==> config.mk <==
export PLATFORM = sky130hd
export DESIGN_NAME = display_scan_controller
export DESIGN_NICKNAME = d
export VERILOG_FILES = /design/src/rtl/display_scan_controller.sv
export SDC_FILE = /design/constraint.sdc
export NUM_CORES = 1
export LEC_CHECK = 0
export BUFFER_PORTS_ARGS = -buffer_cell sky130_fd_sc_hd__buf_4
export CAP_MARGIN = 20
export CORE_ASPECT_RATIO = 0.6
export CORE_MARGIN = 2
export CORE_UTILIZATION = 50
export CTS_BUF_LIST = sky130_fd_sc_hd__clkbuf_8
export CTS_CLUSTER_SIZE = 10
export DETAILED_ROUTE_END_ITERATION = 12
export PLACE_DENSITY = 0.87
export SLEW_MARGIN = 20
export SYNTH_ARGS = -nofsm -noshare
export SYNTH_HDL_FRONTEND = slang
export SYNTH_SLANG_ARGS = --single-unit
==> constraint.sdc <==
create_clock -name clk -period 4.1 [get_ports clk]
set_clock_uncertainty 0.2 [all_clocks]
set_input_delay 0.205 -clock clk [delete_from_list [all_inputs] [get_ports clk]]
set_output_delay 0.205 -clock clk [all_outputs]
set_load 0.005 [all_outputs]
==> src/rtl/display_scan_controller.sv <==
// Six-digit multiplexed display scanner: per-slot GUARD/ON/OFF sequencing with
// frame-latched brightness, per-digit blink, global blanking and colon drive.
module display_scan_controller #(
   parameter int SCAN_DIV     = 16,
   parameter int BLANK_CYCLES = 2
) (
   input  logic        clk,
   input  logic        rst,
   input  logic [41:0] seg_in,
   input  logic        colon_in,
   input  logic [1:0]  brightness,
   input  logic [5:0]  blink_mask,
   input  logic        blink_phase,
   input  logic        blank_req,
   output logic [6:0]  seg_out,
   output logic        colon_out,
   output logic [5:0]  dig_en,
   output logic        frame_start
);

   localparam int CW = $clog2(SCAN_DIV);
   localparam int W  = SCAN_DIV - BLANK_CYCLES;

   typedef enum logic [1:0] {
      ST_GUARD = 2'd0,
      ST_ON    = 2'd1,
      ST_OFF   = 2'd2
   } state_t;

   state_t          r_state;
   state_t          w_next_state;
   logic            r_active;
   logic [2:0]      r_slot;
   logic [CW-1:0]   r_cnt;
   logic [1:0]      r_bright;
   logic            r_blink_off;
   logic            r_colon_s;
   logic [6:0]      r_seg;
   logic [5:0]      r_dig;
   logic            r_colon;
   logic            r_frame;

   logic [2:0]      w_next_slot;
   logic [CW-1:0]   w_next_cnt;
   logic            w_slot_start;
   logic            w_frame_start;
   logic [1:0]      w_bright_next;
   logic [31:0]     w_on_len;
   logic [31:0]     w_on_end;
   logic [31:0]     w_next_cnt32;
   logic [5:0]      w_digit_sel;
   logic            w_blink_next;
   logic            w_colon_next;
   logic [6:0]      w_seg_next;
   logic [6:0]      w_slot_pattern;
   logic [5:0]      w_dig_next;

   // Position of the output cycle about to be produced; the first cycle out of
   // reset is slot 0 c = 0 rather than an increment.
   always_comb begin
      w_next_slot = r_slot;
      w_next_cnt  = r_cnt;
      if (!r_active) begin
         w_next_slot = 3'd0;
         w_next_cnt  = '0;
      end else if (r_cnt == CW'(SCAN_DIV - 1)) begin
         w_next_cnt  = '0;
         w_next_slot = (r_slot == 3'd5) ? 3'd0 : r_slot + 3'd1;
      end else begin
         w_next_cnt  = r_cnt + CW'(1);
         w_next_slot = r_slot;
      end
   end

   assign w_slot_start  = (w_next_cnt == '0);
   assign w_frame_start = w_slot_start && (w_next_slot == 3'd0);
   assign w_bright_next = w_frame_start ? brightness : r_bright;
   assign w_on_len      = (32'(W) * (32'(w_bright_next) + 32'd1)) >> 2;
   assign w_on_end      = 32'(BLANK_CYCLES) + w_on_len;
   assign w_next_cnt32  = 32'(w_next_cnt);
   assign w_digit_sel   = 6'b100000 >> w_next_slot;
   assign w_blink_next  = w_slot_start ? (|(blink_mask & w_digit_sel) & ~blink_phase)
                                       : r_blink_off;
   assign w_colon_next  = w_slot_start ? colon_in : r_colon_s;

   // Pattern for the slot being entered; h1 occupies the top of seg_in.
   always_comb begin
      w_slot_pattern = 7'd0;
      case (w_next_slot)
         3'd0:    w_slot_pattern = seg_in[41:35];
         3'd1:    w_slot_pattern = seg_in[34:28];
         3'd2:    w_slot_pattern = seg_in[27:21];
         3'd3:    w_slot_pattern = seg_in[20:14];
         3'd4:    w_slot_pattern = seg_in[13:7];
         3'd5:    w_slot_pattern = seg_in[6:0];
         default: w_slot_pattern = 7'd0;
      endcase
   end

   assign w_seg_next = w_slot_start ? w_slot_pattern : r_seg;

   // Slot FSM next state: every slot opens in GUARD, which keeps the enables
   // dark while the shared segment bus switches to the new pattern.
   always_comb begin
      w_next_state = r_state;
      if (w_slot_start) begin
         w_next_state = ST_GUARD;
      end else begin
         case (r_state)
            ST_GUARD: begin
               if (w_next_cnt32 == 32'(BLANK_CYCLES)) begin
                  w_next_state = (w_on_len == 32'd0) ? ST_OFF : ST_ON;
               end else begin
                  w_next_state = ST_GUARD;
               end
            end
            ST_ON: begin
               if (w_next_cnt32 == w_on_end) begin
                  w_next_state = ST_OFF;
               end else begin
                  w_next_state = ST_ON;
               end
            end
            ST_OFF:  w_next_state = ST_OFF;
            default: w_next_state = ST_GUARD;
         endcase
      end
   end

   // Enable for the produced cycle; blanking acts one cycle after its request.
   always_comb begin
      w_dig_next = 6'd0;
      if ((w_next_state == ST_ON) && !w_blink_next && !blank_req) begin
         w_dig_next = w_digit_sel;
      end else begin
         w_dig_next = 6'd0;
      end
   end

   // State, scan position and all registered outputs.
   always_ff @(posedge clk) begin
      if (rst) begin
         r_state     <= ST_GUARD;
         r_active    <= 1'b0;
         r_slot      <= 3'd0;
         r_cnt       <= '0;
         r_bright    <= 2'd0;
         r_blink_off <= 1'b0;
         r_colon_s   <= 1'b0;
         r_seg       <= 7'd0;
         r_dig       <= 6'd0;
         r_colon     <= 1'b0;
         r_frame     <= 1'b0;
      end else begin
         r_state     <= w_next_state;
         r_active    <= 1'b1;
         r_slot      <= w_next_slot;
         r_cnt       <= w_next_cnt;
         r_bright    <= w_bright_next;
         r_blink_off <= w_blink_next;
         r_colon_s   <= w_colon_next;
         r_seg       <= w_seg_next;
         r_dig       <= w_dig_next;
         r_colon     <= w_colon_next & w_dig_next[4];
         r_frame     <= w_frame_start;
      end
   end

   assign seg_out     = r_seg;
   assign dig_en      = r_dig;
   assign colon_out   = r_colon;
   assign frame_start = r_frame;

endmodule

======== Yosys cells after proc, flatten, opt, wreduce, memory -nomap -nowiden ========
Cells that the tools add are included.
word-level totals
  register bits ........................... 29
  input port bits ......................... 55
  output and inout bits ................... 15
  word-level logic and storage cells ...... 62
operators by class
  $add $sub $neg .......................... 4
  $mul .................................... 1
  equal/unequal tests ..................... 12
  shift operators ......................... 1
  mux-type cells .......................... 16
  bitwise operators ....................... 5
  reduce and logical (&&, ||, !) cells .... 11
operators with widths
  kind                 number
  $pmux 7 s6           1
  $logic_not 32->1     1
  $mux 2               5
  $eq 3x3->1 const B   3
  $mux 3               3
  $mux 4               2
  $add 2x5->6 const A  1
  $and 6x6->6          1
  $eq 3x2->1 const B   2
  $eq 4x6->1           1
  $mul 3x3->6 const A  1
  $pmux 2 s3           1
  $reduce_or 6->1      1
  $shr 6x3->6 const A  1
  $mux 5               1
  $add 4x1->4 const B  1
  $eq 2x1->1 const B   2
  $eq 4x2->1 const B   1
  $eq 4x4->1 const B   1
  $logic_not 4->1      1
  $add 2x1->3 const B  1
  $add 3x1->3 const B  1
  $eq 3x1->1 const B   1
  $logic_and 1x1->1    3
  8 further kinds      13

======== Longest topological paths before layout ========
  depth after elaboration ................. 19
  depth in mapped cells ................... 13
  mapped depth without buffers ............ 12

======== Worst setup path before layout ========
Ideal clock, no wire load.
  kind .................................... reg2reg
  start point ............................. register r_cnt[0]
  end point ............................... register r_dig[3] (netlist: dig_en[3])
  library setup time ...................... 0.136 ns
  data arrival time ....................... 3.033 ns
  data required time ...................... 3.764 ns
  slack ................................... 0.731 ns
  cell stages (with the launch flop) ...... 13
  path buffers ............................ 0
  clock period less this slack ............ 3.369 ns
  path through ............................ dfxtp_1 > ha_1 > or4_1 > mux2i_1 > o21ai_1 > nand2_1 > mux2_2 > ha_1 > nand2_1 > mux2_2 > o22ai_1 > a31o_4 > nor4_4
between the ends
  cells in the longest elaborated chain, start to end .. 18
  elaborated cells on any way between the ends .. 32
  those cells by class .................... 3 x add/sub; 1 x mul; 4 x eq/ne; 1 x shift; 11 x mux; 3 x bitwise; 9 x reduce/logical
ends and longest elaborated chain
  item                                                       RTL line  text
  start, declared                                            34        logic [CW-1:0] r_cnt;
  start signal, assigned                                     158       r_cnt <= w_next_cnt;
  $add 4x1->4 / $eq 4x4->1 (equally long branches)           70, 66
  $mux 4 / $mux 3 (equally long branches)                    66        end else if (r_cnt == CW'(SCAN_DIV - 1)) begin
  $mux 4 / $mux 3 (equally long branches)                    63        if (!r_active) begin
  $logic_not 4->1 / $logic_not 3->1 (equally long branches)  75, 76
  $logic_and 1x1->1 *                                        76        assign w_frame_start = w_slot_start && (w_next_slot == 3'd0);
  $mux 2 *                                                   77        assign w_bright_next = w_frame_start ? brightness : r_bright;
  named net w_bright_next[0]                                 47        logic [1:0] w_bright_next;
  $add 2x1->3 *                                              78        assign w_on_len = (32'(W) * (32'(w_bright_next) + 32'd1)) >> 2;
  [2 not listed]                                             --
  $eq 4x6->1 / $mux 2 (equally long branches)                118, 112
  $mux 2, on equally long branches                           118, 111
  $pmux 2 s3 *                                               109       case (r_state)
  $mux 2 *                                                   106       if (w_slot_start) begin
  $eq 2x1->1 *                                               133       if ((w_next_state == ST_ON) && !w_blink_next && !blank_req) begin
  $logic_and 1x1->1 * (2 in series)                          133
  $not 1->1 (no line) *                                      --
  $reduce_or 2->1 (no line) *                                --
  end signal, assigned                                       163       r_dig <= w_dig_next;
  end, declared                                              39        logic [5:0] r_dig;
Mark *: on every way through the listed nets, which the timed path passes. The rest lies on a longest branch.
A chain may end at the register's enable or synchronous reset.

======== Worst setup path after layout ========
Same ends and word-level chain as after synthesis.

==> impl_metrics.json <==
{
  "cts_made_buffers": 5,
  "crit_fanout": 8,
  "wl_per_cell_um": 15.3,
  "routed_wl_um": 4680,
  "synth_ff_type": "dfxtp_1",
  "drt_pre_antenna_iters": 4,
  "clkSinkCount": 29,
  "dr.max_layer_used": "met4",
  "grt_start_max_net_pins": 20,
  "drc": 0,
  "post-place-cells": 296,
  "synthToLayoutAreaGrowth_pct": 36.9,
  "grt_usage": 0.239,
  "grt_pass1_vias": 1490,
  "period_minus_slack_ns": 3.73,
  "htreeDepth": 2,
  "die_area_um2": 4030,
  "synth_area_leader_cell": "dfxtp_1",
  "seq_area_frac_synth": 0.330,
  "rr_endpoint": "dig_en[3]$_SDFF_PP0_",
  "clock_latency_ns": 0.29,
  "ys_ff_latch": 29,
  "rsz0062_at_grt": "false",
  "die-height_um": 50.0,
  "setup_viol": 0,
  "critPathRequiredTime_ns": 4.06,
  "tns_ns": 0,
  "vias": 1707,
  "ios": 70,
  "wl_met3_um": 350,
  "fin_hold_ws_ns": 0.0153,
  "worstPathArrival_ns": 3.68,
  "overflow": 0,
  "crit_path_end": "dig_en[3]$_SDFF_PP0_",
  "hold_path_class": "input pin to flip-flop",
  "clk_pin_slew_ns": 0.06,
  "max_stage_delay_ns": 0.42,
  "ir_worst_vdd_mv": 0.204,
  "slowest_stage": "dfxtp_1",
  "post_dp_cell_area_um2": 2300,
  "grt_pass1_wl_um": 7160,
  "p_leak_nw": 0.952,
  "cp-start-kind": "flip-flop",
  "diodes": 0,
  "syn_area_per_cell_um2": 9.22,
  "portBuffers": 69,
  "yosys.area.top_type_share": 0.330,
  "root_buffer": "clkbuf_8",
  "antenna_found_initial": 0,
  "slew_headroom": 0.535,
  "final_max_slew_viol_count": 0,
  "initial_core_util": 0.533,
  "worstPathCellList": "ha_1, and3_1, mux2i_1, o21ai_1, nand2_1, mux2_2, ha_1, nand2_1, mux2_2, o22ai_1, a31o_4, nor4_4",
  "floorplan.rows": 16,
  "fmax_mhz": 268,
  "core-area_um2": 3300,
  "cp-end-kind": "flip-flop",
  "cts_resized": 0,
  "postCtsSetupRepairBufs": 0,
  "cts_buffer_depth": 2,
  "wl_met2_um": 2020,
  "ys_warn_count": 0,
  "timing.final.crit_share": 0.909,
  "cts_tree": "built",
  "netlist_area_um2": 1760,
  "fin_cells": 305,
  "r2r_setup_slack_ns": 0.37,
  "cp-startpoint": "r_cnt[0]$_SDFF_PP0_",
  "fp.dieW_um": 80.6,
  "synth_area_leaders": "dfxtp_1, mux2i_1, nand2_1",
  "ant_nets": 0,
  "stdcell_area_um2": 2410,
  "critical_path_class": "flip-flop to flip-flop",
  "rr_startpoint": "r_cnt[0]$_SDFF_PP0_",
  "gp_congestion": 0.858,
  "drtIter0Drc": 59,
  "m1WireLength_um": 2250,
  "drive_gt1_frac": 0.385,
  "hpwlAfterDp_um": 3460,
  "syn_inst": 191,
  "multi_input_area_um2": 1110,
  "synthesis.nets": 248,
  "tightest_slew_ns": 0.697,
  "p_per_area_nw_per_um2": 288,
  "fillers": 272,
  "worstRegToRegCells": 12,
  "maxCapViolations": 0,
  "ff_latch_area_um2": 581,
  "status": "finished, final reports clean",
  "async_reset_ff_frac": 0,
  "via_per_inst": 5.60,
  "cts_hold_buf": 1,
  "power.total_mw": 0.694,
  "hold_violations": 0,
  "final_nets": 316,
  "ys_types": 54,
  "synth_edf_count": 0
}
==> cell usage in the layout, fill, tap and decap left out, types with 3 or more instances in the layout <==
master and n:
o21ai_0 10, o21ai_1 3, inv_1 3, and2_1 5
or3_1 3, a41oi_1 8, a21oi_1 4, buf_4 72
nor2_1 9, mux2i_1 19, and3_1 3, dfxtp_1 29
o22a_1 7, nor3_2 4, nand2b_1 4, nand2_1 26
clkbuf_8 7
==> metrics by stage <==
| step | setup WS, ns | util |
|---|---|---|
| 2_1_floorplan | 0.731 | - |
| 3_3_place_gp | 0.522 | 0.696 |
| 3_5_place_dp | 0.430 | 0.696 |
| 4_1_cts | 0.427 | 0.730 |
| 5_1_grt | 0.172 | 0.730 |
| 6_report | 0.374 | 0.730 |
==> power by group <==
part / internal [mW] / total [mW] / switching [mW]
Sequential: 0.294 / 0.302 / 0.00887
Clock: 0.151 / 0.264 / 0.113
Combinational: 0.0732 / 0.127 / 0.0537
Total: 0.518 / 0.694 / 0.175
==> cells in the mapped netlist (2+ instances only) <==
cell type   n
nor2_1      9
mux2_2      2
nand3b_1    2
a41oi_1     8
dfxtp_1    29
o21ai_1     3
o22a_1      7
or3_1       3
xnor2_1     2
nand2b_1    4
nor3_2      4
and3_1      3
and2_1      5
nand3_1     2
a21oi_1     4
clkbuf_1    5
mux2i_1    20
o21ai_0    10
nand2_1    26
nand4b_1    2
nand4_1     2
buf_2       2
ha_1        2
inv_1       3
buf_4       2
buf_1       2
==> logic make-up (layout without fill, tap and decap cells) <==
| logic type | Yosys count | count (layout) | synth area share |
|---|---|---|---|
| flip-flops | 29 | 29 | 0.330 |
| AO/OA/AOI/OAI | 46 | 46 | 0.222 |
| multiplexers | 22 | 22 | 0.127 |
| XOR/XNOR | 4 | 4 | 0.0242 |
| AND/OR/NAND/NOR | 72 | 72 | 0.239 |
| buffers and inverters | 16 | 85 | 0.0441 |
| adder cells (fa/ha/maj) | 2 | 2 | 0.0142 |
==> registers in the layout, summed over array words and instances (netlist names), 2 cells and up <==
| signal | count |
|---|---|
| r_slot | 3 |
| dig_en | 6 |
| r_cnt | 4 |
| r_state | 2 |
| r_bright | 2 |
| seg_out | 7 |
==> cell type report <==
cell class,count,share of cell area
Multi-Input combinational cell,146,0.459
Clock inverter,1,0.00208
Sequential cell,29,0.241
Clock buffer,7,0.0400
Tap cell,45,0.0234
Inverter,4,0.00623
Timing Repair Buffer,73,0.228
==> critical path: cells and delay by family (launching register included) <==
family                   cells  cell delay (ns)
multiplexers                 3             0.90
AO/OA/AOI/OAI                3             0.81
AND/OR/NAND/NOR              4             0.65
adder cells (fa/ha/maj)      2             0.60
flip-flops                   1             0.42
==> worst min-delay path by stage <==
stage	start	to	slack [ns]	cells after the start
floorplan	rst	frame_start$_SDFF_PP0_	0.07	1
global placement	rst	frame_start$_SDFF_PP0_	0.23	2
detailed placement	rst	frame_start$_SDFF_PP0_	0.22	2
CTS	seg_in[8]	seg_out[1]$_SDFFE_PP0N_	0.01	3
global route	seg_in[9]	seg_out[2]$_SDFFE_PP0N_	0.02	3
finish	seg_in[13]	seg_out[6]$_SDFFE_PP0N_	0.02	3
==> layer usage <==
layer  vias to the layer above  global-route usage
met4                         0              0.0763
met3                         6              0.0714
met5                         -                   0
met2                        63               0.360
li1                        843                   -
met1                       795               0.327
(Power assumes the default switching activity.)
